**config.mk**
```make
export PLATFORM = sky130hd
export DESIGN_NAME = aidc_lite_decomp_sr
export DESIGN_NICKNAME = d
export VERILOG_FILES = /design/src/rtl/aidc_lite_decomp_sr.sv
export SDC_FILE = /design/constraint.sdc
export NUM_CORES = 1
export LEC_CHECK = 0
export CORE_ASPECT_RATIO = 0.5
export CORE_UTILIZATION = 42
export CTS_CLUSTER_DIAMETER = 60
export DETAILED_ROUTE_END_ITERATION = 8
export PLACE_DENSITY = 0.85
export SYNTH_ARGS = -nofsm -noshare
export SYNTH_HDL_FRONTEND = slang
export SYNTH_SLANG_ARGS = --single-unit
```
**constraint.sdc**
```tcl
create_clock -name clk -period 4.98 [get_ports clk]
set_input_delay 0.498 -clock clk [delete_from_list [all_inputs] [get_ports clk]]
set_output_delay 0.498 -clock clk [all_outputs]
set_load 0.05 [all_outputs]
```
**src/rtl/aidc_lite_decomp_sr.sv**
```systemverilog
// aidc_lite_decomp_sr: fetches NUM_WORDS 64-bit compressed words per packet and
// expands each 32-bit half into four sign-extended 16-bit lanes, two beats per word.
module aidc_lite_decomp_sr #(
    parameter int NUM_WORDS = 8
) (
    input  logic        clk,
    input  logic        rst_n,
    input  logic        start_i,
    output logic        busy_o,
    output logic        rd_en_o,
    output logic [3:0]  rd_addr_o,
    input  logic [63:0] rd_data_i,
    output logic        valid_o,
    output logic        sop_o,
    output logic        eop_o,
    output logic [63:0] data_o,
    output logic        hdr_err_o
);
    typedef enum logic [1:0] {S_IDLE, S_FETCH, S_HI, S_LO} state_t;

    localparam logic [3:0] LAST = 4'(NUM_WORDS - 1);

    state_t      r_state, w_next;
    logic        r_busy, r_rd_en, r_valid, r_sop, r_eop, r_hdr_err, r_first;
    logic [3:0]  r_addr;
    logic [63:0] r_hold, r_data;
    logic        w_busy, w_rd_en, w_valid, w_sop, w_eop, w_hdr_err, w_first;
    logic [3:0]  w_addr;
    logic        w_accept, w_more;
    logic [31:0] w_half;
    logic [63:0] w_beat;

    function automatic logic [15:0] sx8(input logic [7:0] b);
        return {{8{b[7]}}, b};
    endfunction

    // The previous beat's eop marks the last busy cycle, so a start there is dropped.
    assign w_accept = (r_state == S_IDLE) && start_i && !r_busy;
    assign w_more   = (r_state == S_HI) && (r_addr != LAST);

    always_ff @(posedge clk) begin
        if (!rst_n) r_state <= S_IDLE;
        else        r_state <= w_next;
    end

    always_comb begin
        w_next = r_state;
        case (r_state)
            S_IDLE:  w_next = w_accept ? S_FETCH : S_IDLE;
            S_FETCH: w_next = S_HI;
            S_HI:    w_next = S_LO;
            S_LO:    w_next = r_rd_en ? S_HI : S_IDLE;
            default: w_next = S_IDLE;
        endcase
    end

    always_comb begin
        w_busy    = w_accept ? 1'b1 : (r_eop ? 1'b0 : r_busy);
        w_rd_en   = w_accept || w_more;
        w_addr    = w_accept ? 4'd0 : (w_more ? r_addr + 4'd1 : r_addr);
        w_valid   = (r_state == S_HI) || (r_state == S_LO);
        w_sop     = (r_state == S_HI) && r_first;
        w_eop     = (r_state == S_LO) && !r_rd_en;
        w_first   = w_accept ? 1'b1 : ((r_state == S_HI) ? 1'b0 : r_first);
        w_hdr_err = ((r_state == S_HI) && r_first) ? ~rd_data_i[63] : r_hdr_err;
    end

    // High half comes straight off the read bus; low half waits in r_hold.
    always_comb begin
        w_half = (r_state == S_HI) ? rd_data_i[63:32] : r_hold[31:0];
        w_beat = {sx8(w_half[31:24]), sx8(w_half[23:16]), sx8(w_half[15:8]), sx8(w_half[7:0])};
        if ((r_state == S_HI) && r_first) w_beat[63:48] = {{9{w_half[30]}}, w_half[30:24]};
    end

    always_ff @(posedge clk) begin
        if (!rst_n) begin
            r_busy    <= 1'b0;
            r_rd_en   <= 1'b0;
            r_addr    <= 4'd0;
            r_valid   <= 1'b0;
            r_sop     <= 1'b0;
            r_eop     <= 1'b0;
            r_hdr_err <= 1'b0;
            r_first   <= 1'b0;
        end else begin
            r_busy    <= w_busy;
            r_rd_en   <= w_rd_en;
            r_addr    <= w_addr;
            r_valid   <= w_valid;
            r_sop     <= w_sop;
            r_eop     <= w_eop;
            r_hdr_err <= w_hdr_err;
            r_first   <= w_first;
        end
    end

    always_ff @(posedge clk) begin
        if (r_state == S_HI) r_hold <= rd_data_i;
        r_data <= w_beat;
    end

    assign busy_o    = r_busy;
    assign rd_en_o   = r_rd_en;
    assign rd_addr_o = r_addr;
    assign valid_o   = r_valid;
    assign sop_o     = r_sop;
    assign eop_o     = r_eop;
    assign data_o    = r_data;
    assign hdr_err_o = r_hdr_err;
endmodule

```
==> impl_metrics.toml, run 1 <==
[outcome]
outcome = "finished, final reports clean"

[clocking]
cts_tree = "built"
post_cts_buffers = 0
clkLatencyLatePin_ns = 0.32
cts_buffers = 9
clockRootBuffer = "clkbuf_16"
post_cts_resized = 0
clk_path_buf_depth = 2
cts-htree-levels = 3
clkTransAtPathRegs_ns = 0.05
cts.sinks = 77
cts_hold_buf = 0

[final_layout]
n_fill_cell = 445
fin_nets = 429
area_growth_pct = 55.82
drive_gt1_frac = 0.04098
num_antenna_cells = 0
post-route-util = 0.6911

[sta]
worst_pin_slew_ns = 1.190
final_max_slew_viol_count = 0
period_needed_ns = 2.330
setup_tns_ns = 0
finalCritPeriodShare = 0.4678
hold_violations = 0
clock.fmax_mhz = 429.3
setup_viol = 0
clock_skew_ns = 0.002429
rsz0062_at_grt = "false"
slew_headroom = 0.2057

[route]
topRoutingLayerUsed = "met4"
route.met2.wl_um = 3386
vias_per_cell = 4.493
wire_per_inst_um = 13.56
vias = 2040
drc = 0
dr.pass1.iters = 4
ant_nets = 0
routed_wl_um = 6154
wl_met3_um = 299
wl_met1_um = 2320
drtIter0Drc = 95

[yosys]
synth_common_cells = "nand2_1 (94), dfxtp_1 (45), buf_4 (32), edfxtp_1 (32)"
syn_inst = 250
avgSynthCellArea_um2 = 11.01
ys_types = 33
synth.ff_latch_count = 77
synth_nets = 318
synth_compound_area_frac = 0.03864
synth_fa_ha_area_frac = 0.004545
synth-edff-count = 32
synth_top_family_by_area = "simple AND/OR/NAND/NOR gates"
synth_top_cell_area_share = 0.3491
synth-simple-area-share = 0.1682
synth_most_common_cell = "nand2_1"
synth_xor_area_frac = 0
synth_top_area_cell = "edfxtp_1"
synth_flop_cell = "dfxtp_1"
ys_top_cells_by_area = "edfxtp_1 (35%), dfxtp_1 (33%), nand2_1 (13%)"
synth_area_um2 = 2753
synth_mux_area_frac = 0.003636
synthArstFlopShare = 0
yosysWarnings = 0
ys_seq_area_frac = 0.6764

[setup_path]
worstPathCellList = "nand2b_4 > inv_2 > a21boi_0 > o21a_1"
crit_path_max_incr_delay_ns = 0.96
worstPathMaxFanout = 68
endpoint_kind = "flop"
critPathRequiredTime_ns = 5.20
crit_family = "buffers and inverters"
crit_buf_inv = 1
startpoint_type = "flop"
worst_path_max_delay_cell = "inv_2"
timing.setup.critical_path_class = "flop to flop"
worstPathArrival_ns = 2.55

[global_route]
grt_pass1_vias = 1942
grt_max_degree = 69
grt_pass1_wl_um = 9177
grtUsageTotal = 0.1827
grt.overflow.total = 0
antenna_found_initial = 0

[power]
seqPwrFrac = 0.389
power_frac_clock = 0.344
p_int_mw = 1.332
netSwitchingFraction = 0.3055
p_comb_frac = 0.266
power.density_nw_per_um2 = 447.3
worst_ir_drop_vdd_uv = 171.4
p_leak_nw = 1.732
p_switching_uw = 586.2

[floorplan]
die_h_um = 59.25
design.die.area_um2 = 6901
start_util = 0.4435
fp.dieW_um = 116.5
core.rowCount = 20
ios = 141
core_area_um2 = 6206

[flow_run]
drv_cap = 0

[place]
routabilityCongestion = 0.7318
portBuffers = 140
place_hpwl_um = 4355

[worst_hold_path]
hold_class = "flop to flop"
==> path summary, 6_finish.rpt <==
| path | from | to | slack (ns) | cells after the start |
|---|---|---|---|---|
| max | r_state[1]$_SDFF_PN0_ | hdr_err_o$_SDFFE_PN0P_ | 2.65 | 4 |
| min | r_hold[1]$_DFFE_PN_ | data_o[1]$_DFF_P_ | 0.44 | 2 |
| max reg2reg | r_state[1]$_SDFF_PN0_ | hdr_err_o$_SDFFE_PN0P_ | 2.65 | 4 |
| min reg2reg | r_hold[1]$_DFFE_PN_ | data_o[1]$_DFF_P_ | 0.44 | 2 |
==> layout by cell type (no fill, tap or decap), drive strengths merged, types with 2 or more instances in the layout <==
master           n
clkdlybuf4s50  140
nand2           94
dfxtp           45
edfxtp          32
clkbuf          11
o21ai            5
a21oi            5
inv              4
nor3             2
and2             2
and3             2
bufinv           2
nand2b           2
clkinv           2
==> per-stage QoR <==
step | setup slack [ns] | power [mW] | instances | hold slack, ns | area [um^2]
finish | 2.650 | 1.918 | 454 | 0.4352 | 4289
global route | 2.373 | 1.993 | 454 | 0.4455 | 4289
CTS | 2.618 | 1.931 | 454 | 0.4397 | 4289
detailed placement | 2.621 | 1.272 | 438 | 0.4273 | 3980
global placement | 2.778 | 1.260 | 438 | 0.4225 | 3980
floorplan | 3.418 | 1.114 | 250 | 0.4151 | 2753
==> worst min-delay path, cell delays in order, from the launching register on <==
cell and delay (ns):
edfxtp_1 0.31, nand2_1 0.04, nand2_1 0.05
==> power by group through the flow <==
stage	combinational, mW	sequential, mW	clock [mW]
after global routing	0.532	0.753	0.708
after detailed placement	0.512	0.760	0
after global placement	0.504	0.756	0
final	0.511	0.747	0.660
after floorplan	0.230	0.884	0
after CTS	0.514	0.747	0.670
==> layout make-up <==
cell class | count | area [um^2] | area share
clock inverter | 5 | 76.32 | 0.01779
clock buffer | 11 | 232.7 | 0.05426
timing repair buffer | 140 | 1401 | 0.3267
sequential | 77 | 1862 | 0.4341
inverter | 4 | 15.01 | 0.003501
tap | 88 | 110.1 | 0.02567
multi-input combinational | 129 | 591.8 | 0.1380
==> layer usage <==
metal  up-vias  global-route usage
li1       1008                   -
met1       952              0.1926
met2        66              0.3356
met3        14             0.06033
met4         0             0.08791
met5         -                   0
==> logic make-up after synthesis <==
| group | count (synthesis) |
|---|---|
| adder cells (fa/ha/maj) | 1 |
| AO/OA/AOI/OAI | 17 |
| multiplexers | 1 |
| AND/OR/NAND/NOR | 110 |
| flip-flops | 77 |
| buffers and inverters | 44 |
==> flip-flops by register name, indices dropped and copies added, names as in the netlist <==
signal,flops
r_hold,32
r_first,1
hdr_err_o,1
rd_addr_o,4
valid_o,1
sop_o,1
data_o,32
eop_o,1
r_state,2
rd_en_o,1
busy_o,1
Power figures use the tool's default switching activity.
==> inputs of run 2 (changes only) <==
--- a/config.mk
+++ b/config.mk
@@ -6,10 +6,10 @@
 export NUM_CORES = 1
 export LEC_CHECK = 0
 export CORE_ASPECT_RATIO = 0.5
-export CORE_UTILIZATION = 42
+export CORE_UTILIZATION = 39
 export CTS_CLUSTER_DIAMETER = 60
 export DETAILED_ROUTE_END_ITERATION = 8
-export PLACE_DENSITY = 0.85
+export PLACE_DENSITY = 0.8
 export SYNTH_ARGS = -nofsm -noshare
 export SYNTH_HDL_FRONTEND = slang
 export SYNTH_SLANG_ARGS = --single-unit
==> constraint.sdc (replaced) <==
create_clock -name clk -period 2.4 [get_ports clk]
set_input_delay 0.24 -clock clk [delete_from_list [all_inputs] [get_ports clk]]
set_output_delay 0.24 -clock clk [all_outputs]
set_load 0.05 [all_outputs]
==> impl_metrics.toml, run 2 (synthesis results as in run 1) <==
[floorplan]
ios = 141
core_area_um2 = 6753
core.rowCount = 21
start_util = 0.4076
fp.dieW_um = 120.8
die_h_um = 61.41
design.die.area_um2 = 7418

[setup_path]
timing.setup.critical_path_class = "flop to primary output"
startpoint_type = "flop"
crit_family = "buffers and inverters"
worstPathMaxFanout = 9
worstPathCellList = "clkdlybuf4s50_1"
crit_buf_inv = 1
worst_path_max_delay_cell = "clkdlybuf4s50_1"
critPathRequiredTime_ns = 2.16
worstPathArrival_ns = 1.64
endpoint_kind = "primary output"
crit_path_max_incr_delay_ns = 0.87

[power]
p_leak_nw = 1.758
worst_ir_drop_vdd_uv = 446.4
power.density_nw_per_um2 = 949.6

[clocking]
clockRootBuffer = "clkbuf_16"
clkTransAtPathRegs_ns = 0.05
cts-htree-levels = 3
cts_tree = "built"
cts_hold_buf = 0
cts.sinks = 77
post_cts_buffers = 0
clkLatencyLatePin_ns = 0.32
clk_path_buf_depth = 2
post_cts_resized = 0
cts_buffers = 9

[sta]
worst_slack_ns = 0.5170
rsz0062_at_grt = "false"
hold_slack_ns = 0.4405
clock.fmax_mhz = 531.1
final_max_slew_viol_count = 0
setup_tns_ns = 0
finalCritPeriodShare = 0.7846
worst_pin_slew_ns = 0.5923
hold_violations = 0
period_needed_ns = 1.883
slew_headroom = 0.6018
setup_viol = 0
clock_skew_ns = 0.004915

[final_layout]
fin_nets = 431
area_growth_pct = 57.68
num_antenna_cells = 0
multi_input_area_um2 = 591.8
n_fill_cell = 469
layout_common_cells = "clkdlybuf4s50_1 (140), nand2_1 (94), dfxtp_1 (45)"
final-seq-area_um2 = 1862
drive_gt1_frac = 0.05163
layout_commonest_cell = "clkdlybuf4s50_1"

[route]
vias = 2034
wire_per_inst_um = 14.11
vias_per_cell = 4.422
ant_nets = 0
dr.pass1.iters = 4
drc = 0
drtIter0Drc = 120
routed_wl_um = 6490

[flow_run]
drv_cap = 0

[global_route]
antenna_found_initial = 0
grt_max_degree = 42
grt_pass1_vias = 1987
grt.overflow.total = 0
grt_pass1_wl_um = 9342
grtUsageTotal = 0.1689

[place]
routabilityCongestion = 0.7298
place_ws_ns = 0.6924
portBuffers = 140
place_hpwl_um = 4635

[outcome]
outcome = "finished, final reports clean"

[worst_hold_path]
hold_class = "flop to flop"
run 2: cell count changes in the layout (fill, tap and decap cells not counted), sizes merged:
cell	previous run	this run
buf	0	2
bufinv	2	3
clkbuf	11	10
run 2: stage by stage:
stage | utilization | power [mW] | instance area [um^2] | std cells
4_1_cts | 0.6428 | 4.149 | 4340 | 460
2_1_floorplan | - | 2.312 | 2753 | 250
3_3_place_gp | 0.5924 | 2.622 | 4000 | 444
3_5_place_dp | 0.5924 | 2.642 | 4000 | 444
5_1_grt | 0.6428 | 4.254 | 4340 | 460
6_report | 0.6428 | 4.121 | 4340 | 460
run 2: path summary, 6_finish.rpt:
path              cells after the start                        end             startpoint  slack [ns]
setup / recovery                      1                 data_o[41]     data_o[47]$_DFF_P_        0.52
hold / removal                        2         data_o[22]$_DFF_P_   r_hold[14]$_DFFE_PN_        0.44
setup reg to reg                      5  rd_addr_o[2]$_SDFFE_PP0P_  r_state[0]$_SDFF_PN0_        0.67
hold reg to reg                       2         data_o[22]$_DFF_P_   r_hold[14]$_DFFE_PN_        0.44
run 2: where the power goes:
group          internal [mW]  switching (mW)
logic                  0.372           0.696
registers               1.49          0.0570
clock network           1.01           0.491
run 2: area by class of cell:
class / instances / area share
clock buffer: 10 / 0.05275
clock inverter: 6 / 0.02566
inverter: 4 / 0.003459
sequential: 77 / 0.4289
tap: 92 / 0.02652
timing repair buffer: 142 / 0.3263
multi-input combinational: 129 / 0.1364
run 2: per-layer routing:
layer | wire length, um | GRT usage | part of all wire
met1 | 2455 | 0.1748 | 0.38
met2 | 3747 | 0.3424 | 0.58
met3 | 181 | 0.04259 | 0.028
met4 | 106 | 0.06702 | 0.016
met5 | 0 | 0 | 0
==> edit 1, RTL diff (config.mk and constraints of run 2) <==
Encoding of `state_t`: now one-hot (4 bits for 4 states).
--- a/src/rtl/aidc_lite_decomp_sr.sv
+++ b/src/rtl/aidc_lite_decomp_sr.sv
@@ -16,7 +16,7 @@
     output logic [63:0] data_o,
     output logic        hdr_err_o
 );
-    typedef enum logic [1:0] {S_IDLE, S_FETCH, S_HI, S_LO} state_t;
+    typedef enum logic [3:0] {S_IDLE = 4'b0001, S_FETCH = 4'b0010, S_HI = 4'b0100, S_LO = 4'b1000} state_t;
 
     localparam logic [3:0] LAST = 4'(NUM_WORDS - 1);
 
Formal check against the unedited RTL: same outputs for any inputs over 10 cycles, from zero or initial values and one cycle with rst_n low; not proved beyond that.
==> edit 1 against run 2 <==
- worst setup slack worse by 0.19 ns
- first-iteration DRC count rose by 8.3%
- via count is 9.6% higher
- routed wire length is 5.3% higher
- count of clock-buffer cells in the layout is 1 lower
- non-clock buffer count increased by 2
- area after synthesis up 4.0%
- sequential cell count is 2 higher
- cell area up 2.0%
- critical path type is now reg -> reg
- largest cell class unchanged
- highest routed layer unchanged
Power is not compared: it rests on default switching activity, and its combinational part moved more than twofold at a synthesized area within 25%.
==> edit 1: results (changes against run 2) <==
Outcome
Status: completed (unchanged).

Placed design
The estimated wirelength of the detail-placed design was 5.02 mm (was 4.64 mm). The routability congestion estimate from global placement is 0.800 (was 0.730). The worst setup slack before clock tree synthesis was 0.382 ns (was 0.692 ns). The placed instance area is 4130 sq um (was 4000 sq um).

Worst setup path
The maximum fanout along the worst path is 15 (was 9). The launching point of the worst reg2reg path is r_state[2] (was r_state[0]). The register-to-register path setup slack is 0.33 ns (was 0.67 ns).

Timing
The tightest slew margin relative to the limit is 38.6% (was 60.2%). The post-route clock skew is 0.00748 ns (was 0.00491 ns). The highest clock rate came to 483 MHz (was 531 MHz).

Route
The final routed wirelength across all metal layers came to 6.84 mm (was 6.49 mm). The number of violations reported at the end of detailed-routing iteration 0 is 130 (was 120). The met2 layer wire length in the routed design is 3.85 mm (was 3.75 mm). The ratio of routed vias to standard cells came to 4.67 (was 4.42). The routed metal-1 wirelength is 2.60 mm (was 2.46 mm). The met3 routed wirelength is 272 um (was 181 um).

Synth
The post-synthesis sequential area ratio came to 66.5% (was 67.6%). The share of cell area taken by muxes after synthesis is 0.700% (was 0.364%). The number of distinct library cell variants in the gate-level netlist after synthesis came to 30 (was 33). The post-synthesis compound-gate area fraction came to 3.54% (was 3.86%). The post-synthesis net count came to 335 (was 318). The fraction of the mapped netlist area in adder cells was 0.437% (was 0.455%). The area share of xor/xnor cells in the synthesized design is 0.612% (was 0%).

Worst hold path
The critical hold path startpoint was r_hold[12] (was r_hold[14]). The terminating pin of the worst hold path is data_o[20] (was data_o[22]).

Cells and area
The filler cell count was 517 (was 469). The layout net count came to 448 (was 431).

Global route
The global router's overall resource usage is 18.9% (was 16.9%). The number of global-route vias before repair is 2222 (was 1987). The wire length of the first global-routing pass is 10.8 mm (was 9.34 mm). The largest net degree at the start of global routing is 47 (was 42).
edit 1: cell types whose count changed after synthesis, moves of 2 or more:
| cell | delta |
|---|---|
| sky130_fd_sc_hd__nand3_1 | +2 |
| sky130_fd_sc_hd__a21oi_1 | +3 |
| sky130_fd_sc_hd__clkbuf_1 | +3 |
| sky130_fd_sc_hd__nand2_1 | +3 |
| sky130_fd_sc_hd__xor2_1 | +2 |
| sky130_fd_sc_hd__and2_1 | -2 |
| sky130_fd_sc_hd__dfxtp_1 | +2 |
| sky130_fd_sc_hd__nor2_1 | +4 |
edit 1: layer usage:
layer	up-vias	GRT usage (%)
li1	1072	-
met2	77	36.0
met4	0	8.58
met1	1068	19.3
met5	-	0
met3	12	4.47
edit 1: worst max-delay path by stage:
stage              endpoint  cells past startpoint        from
2_1_floorplan     r_hold[0]                      5  r_state[3]
3_3_place_gp     r_hold[29]                      3  r_state[2]
3_5_place_dp   rd_addr_o[2]                      5  r_state[2]
4_1_cts        rd_addr_o[0]                      4  r_state[2]
5_1_grt        rd_addr_o[2]                      5  r_state[2]
6_report       rd_addr_o[2]                      5  r_state[2]
edit 1: cells by family after synthesis:
logic type / count (synthesis)
flip-flops: 79
AND/OR/NAND/NOR: 121
AO/OA/AOI/OAI: 17
buffers and inverters: 45
adder cells (fa/ha/maj): 1
XOR/XNOR: 2
multiplexers: 2
edit 1: cell type report:
type / instances / area, sq um / area share [%]
multi-input combinational: 143 / 658 / 14.9
tap: 92 / 115 / 2.60
timing repair buffer: 144 / 1440 / 32.6
sequential: 79 / 1900 / 43.0
clock buffer: 9 / 225 / 5.09
inverter: 3 / 11.3 / 0.254
clock inverter: 7 / 71.3 / 1.61
edit 1: per-stage QoR:
stage	power (mW)	utilization, %	std cells	hold WS (ns)
final	2.92	64.3	477	0.440
after floorplan	1.50	-	267	0.319
after global routing	3.01	64.3	477	0.455
after global placement	1.62	60.0	461	0.421
after detailed placement	1.63	60.0	461	0.428
after CTS	2.94	64.3	477	0.442
edit 1: critical path: stages, from the launching register on:
cell and delay (ns):
sky130_fd_sc_hd__dfxtp_1 0.45, sky130_fd_sc_hd__or4b_1 0.72, sky130_fd_sc_hd__inv_2 0.28, sky130_fd_sc_hd__buf_4 0.26, sky130_fd_sc_hd__a21oi_1 0.11, sky130_fd_sc_hd__nor3_1 0.16
edit 1: where the power goes:
part	internal (mW)	leakage [nW]	switching (mW)	total (mW)
clock	0.804	0.141	0.513	1.32
combinational	0.118	0.970	0.0644	0.182
sequential	1.41	0.679	0.0122	1.42
==> edit 2, RTL diff (flow settings as in run 2) <==
Made on the original files. Set the parameter `NUM_WORDS` to 6 (it was 8).
--- a/src/rtl/aidc_lite_decomp_sr.sv
+++ b/src/rtl/aidc_lite_decomp_sr.sv
@@ -1,7 +1,7 @@
 // aidc_lite_decomp_sr: fetches NUM_WORDS 64-bit compressed words per packet and
 // expands each 32-bit half into four sign-extended 16-bit lanes, two beats per word.
 module aidc_lite_decomp_sr #(
-    parameter int NUM_WORDS = 8
+    parameter int NUM_WORDS = 6
 ) (
     input  logic        clk,
     input  logic        rst_n,
Function: no difference found for any inputs over 10 cycles, from zero or initial values and one cycle with rst_n low; that may be too few to reach the edited logic, so the function may still have changed.
==> edit 2 against run 2 <==
- worst setup slack worse by 0.027 ns
- power shrank 5.6%
- critical path type unchanged
- via count is 1.3% lower
- synthesized cell count grew 1.2%
- sequential cell count is the same
- fmax shrank 1.4%
- cell area shrank 0.46%
- critical endpoint is now data_o[26]
- highest routed layer unchanged
- routed wire length decreased by 0.86%
- utilization fell by 0.54 points
- sequential power hardly changed
- first-iteration DRC count rose by 14%
- area after synthesis is 0.77% higher
- sequential share of layout area grew 0.20 points
==> edit 2: results (changes against run 2) <==
Placed design
The routability congestion estimate from global placement is 0.729 (was 0.730). The estimated wirelength of the detail-placed design came to 4.72 mm (was 4.64 mm).

Outcome
Status: completed (unchanged).

Synth
The post-synthesis net count was 322 (was 318). Largest cells by area after synthesis: sky130_fd_sc_hd__edfxtp_1, sky130_fd_sc_hd__dfxtp_1, sky130_fd_sc_hd__nand2_1, sky130_fd_sc_hd__buf_4, sky130_fd_sc_hd__a21oi_1 (unchanged). The post-synthesis compound-gate area fraction is 4.24% (was 3.86%). The share of cell area taken by muxes after synthesis is 0.361% (was 0.364%). The fraction of the mapped netlist area in adder cells is 0.902% (was 0.455%). The number of distinct library cell variants in the gate-level netlist after synthesis is 32 (was 33).

Worst setup path
The arrival time at the worst endpoint came to 1.67 ns (was 1.64 ns). The source of the critical timing path is data_o[31] (was data_o[47]). The launching point of the worst reg2reg path is r_state[1] (was r_state[0]).

The register-to-register path setup slack is 0.63 ns (was 0.67 ns). The end point of the critical path is data_o[26] (was data_o[41]). The terminus of the critical flop-to-flop path was hdr_err_o (was rd_addr_o[2]).

Global route
The met3 usage is 4.63% (was 4.26%). The global router's overall resource usage was 17.0% (was 16.9%). The number of global-route vias before repair is 1943 (was 1987).

Cells and area
The filler cell count is 505 (was 469). The fraction of layout instances using a drive strength above 1 is 4.84% (was 5.16%). The layout net count is 436 (was 431).

Route
The total via count in the routed design is 2008 (was 2034). The met2 layer wire length in the routed design is 3.58 mm (was 3.75 mm).

Power
The maximum vdd drop was 347 uV (was 446 uV). The internal power summed over all cells came to 2.68 mW (was 2.88 mW).

Worst hold path
The critical hold path startpoint is r_hold[29] (was r_hold[14]). The terminating pin of the worst hold path is data_o[53] (was data_o[22]).

Timing
The post-route clock skew is 0.00468 ns (was 0.00491 ns).
==> edit 2: power by group through the flow <==
stage	clock (mW)	combinational [mW]	sequential [mW]
2_1_floorplan	0	0.479	1.83
3_3_place_gp	0	1.06	1.57
3_5_place_dp	0	1.07	1.58
4_1_cts	1.29	1.07	1.55
5_1_grt	1.35	1.12	1.56
6_report	1.28	1.07	1.55
==> edit 2: metrics by stage <==
step	total power [mW]	instance area, sq um	std cells	setup WS (ns)	hold slack (ns)
final	3.89	4320	464	0.490	0.442
after global routing	4.03	4320	464	0.406	0.451
after CTS	3.91	4320	464	0.450	0.440
after detailed placement	2.65	4030	448	0.632	0.426
after global placement	2.63	4030	448	0.709	0.423
after floorplan	2.31	2770	253	0.779	0.339
==> edit 2: layout make-up <==
cell class              count  area, sq um  share of cell area [%]
multi-input cells         130          606                    14.0
flip-flops and latches     77         1860                    43.1
repair buffers            143         1420                    33.0
clock buffers              15          288                    6.66
well taps                  92          115                    2.66
clock inverters             1         3.75                  0.0869
inverters                   6         22.5                   0.521
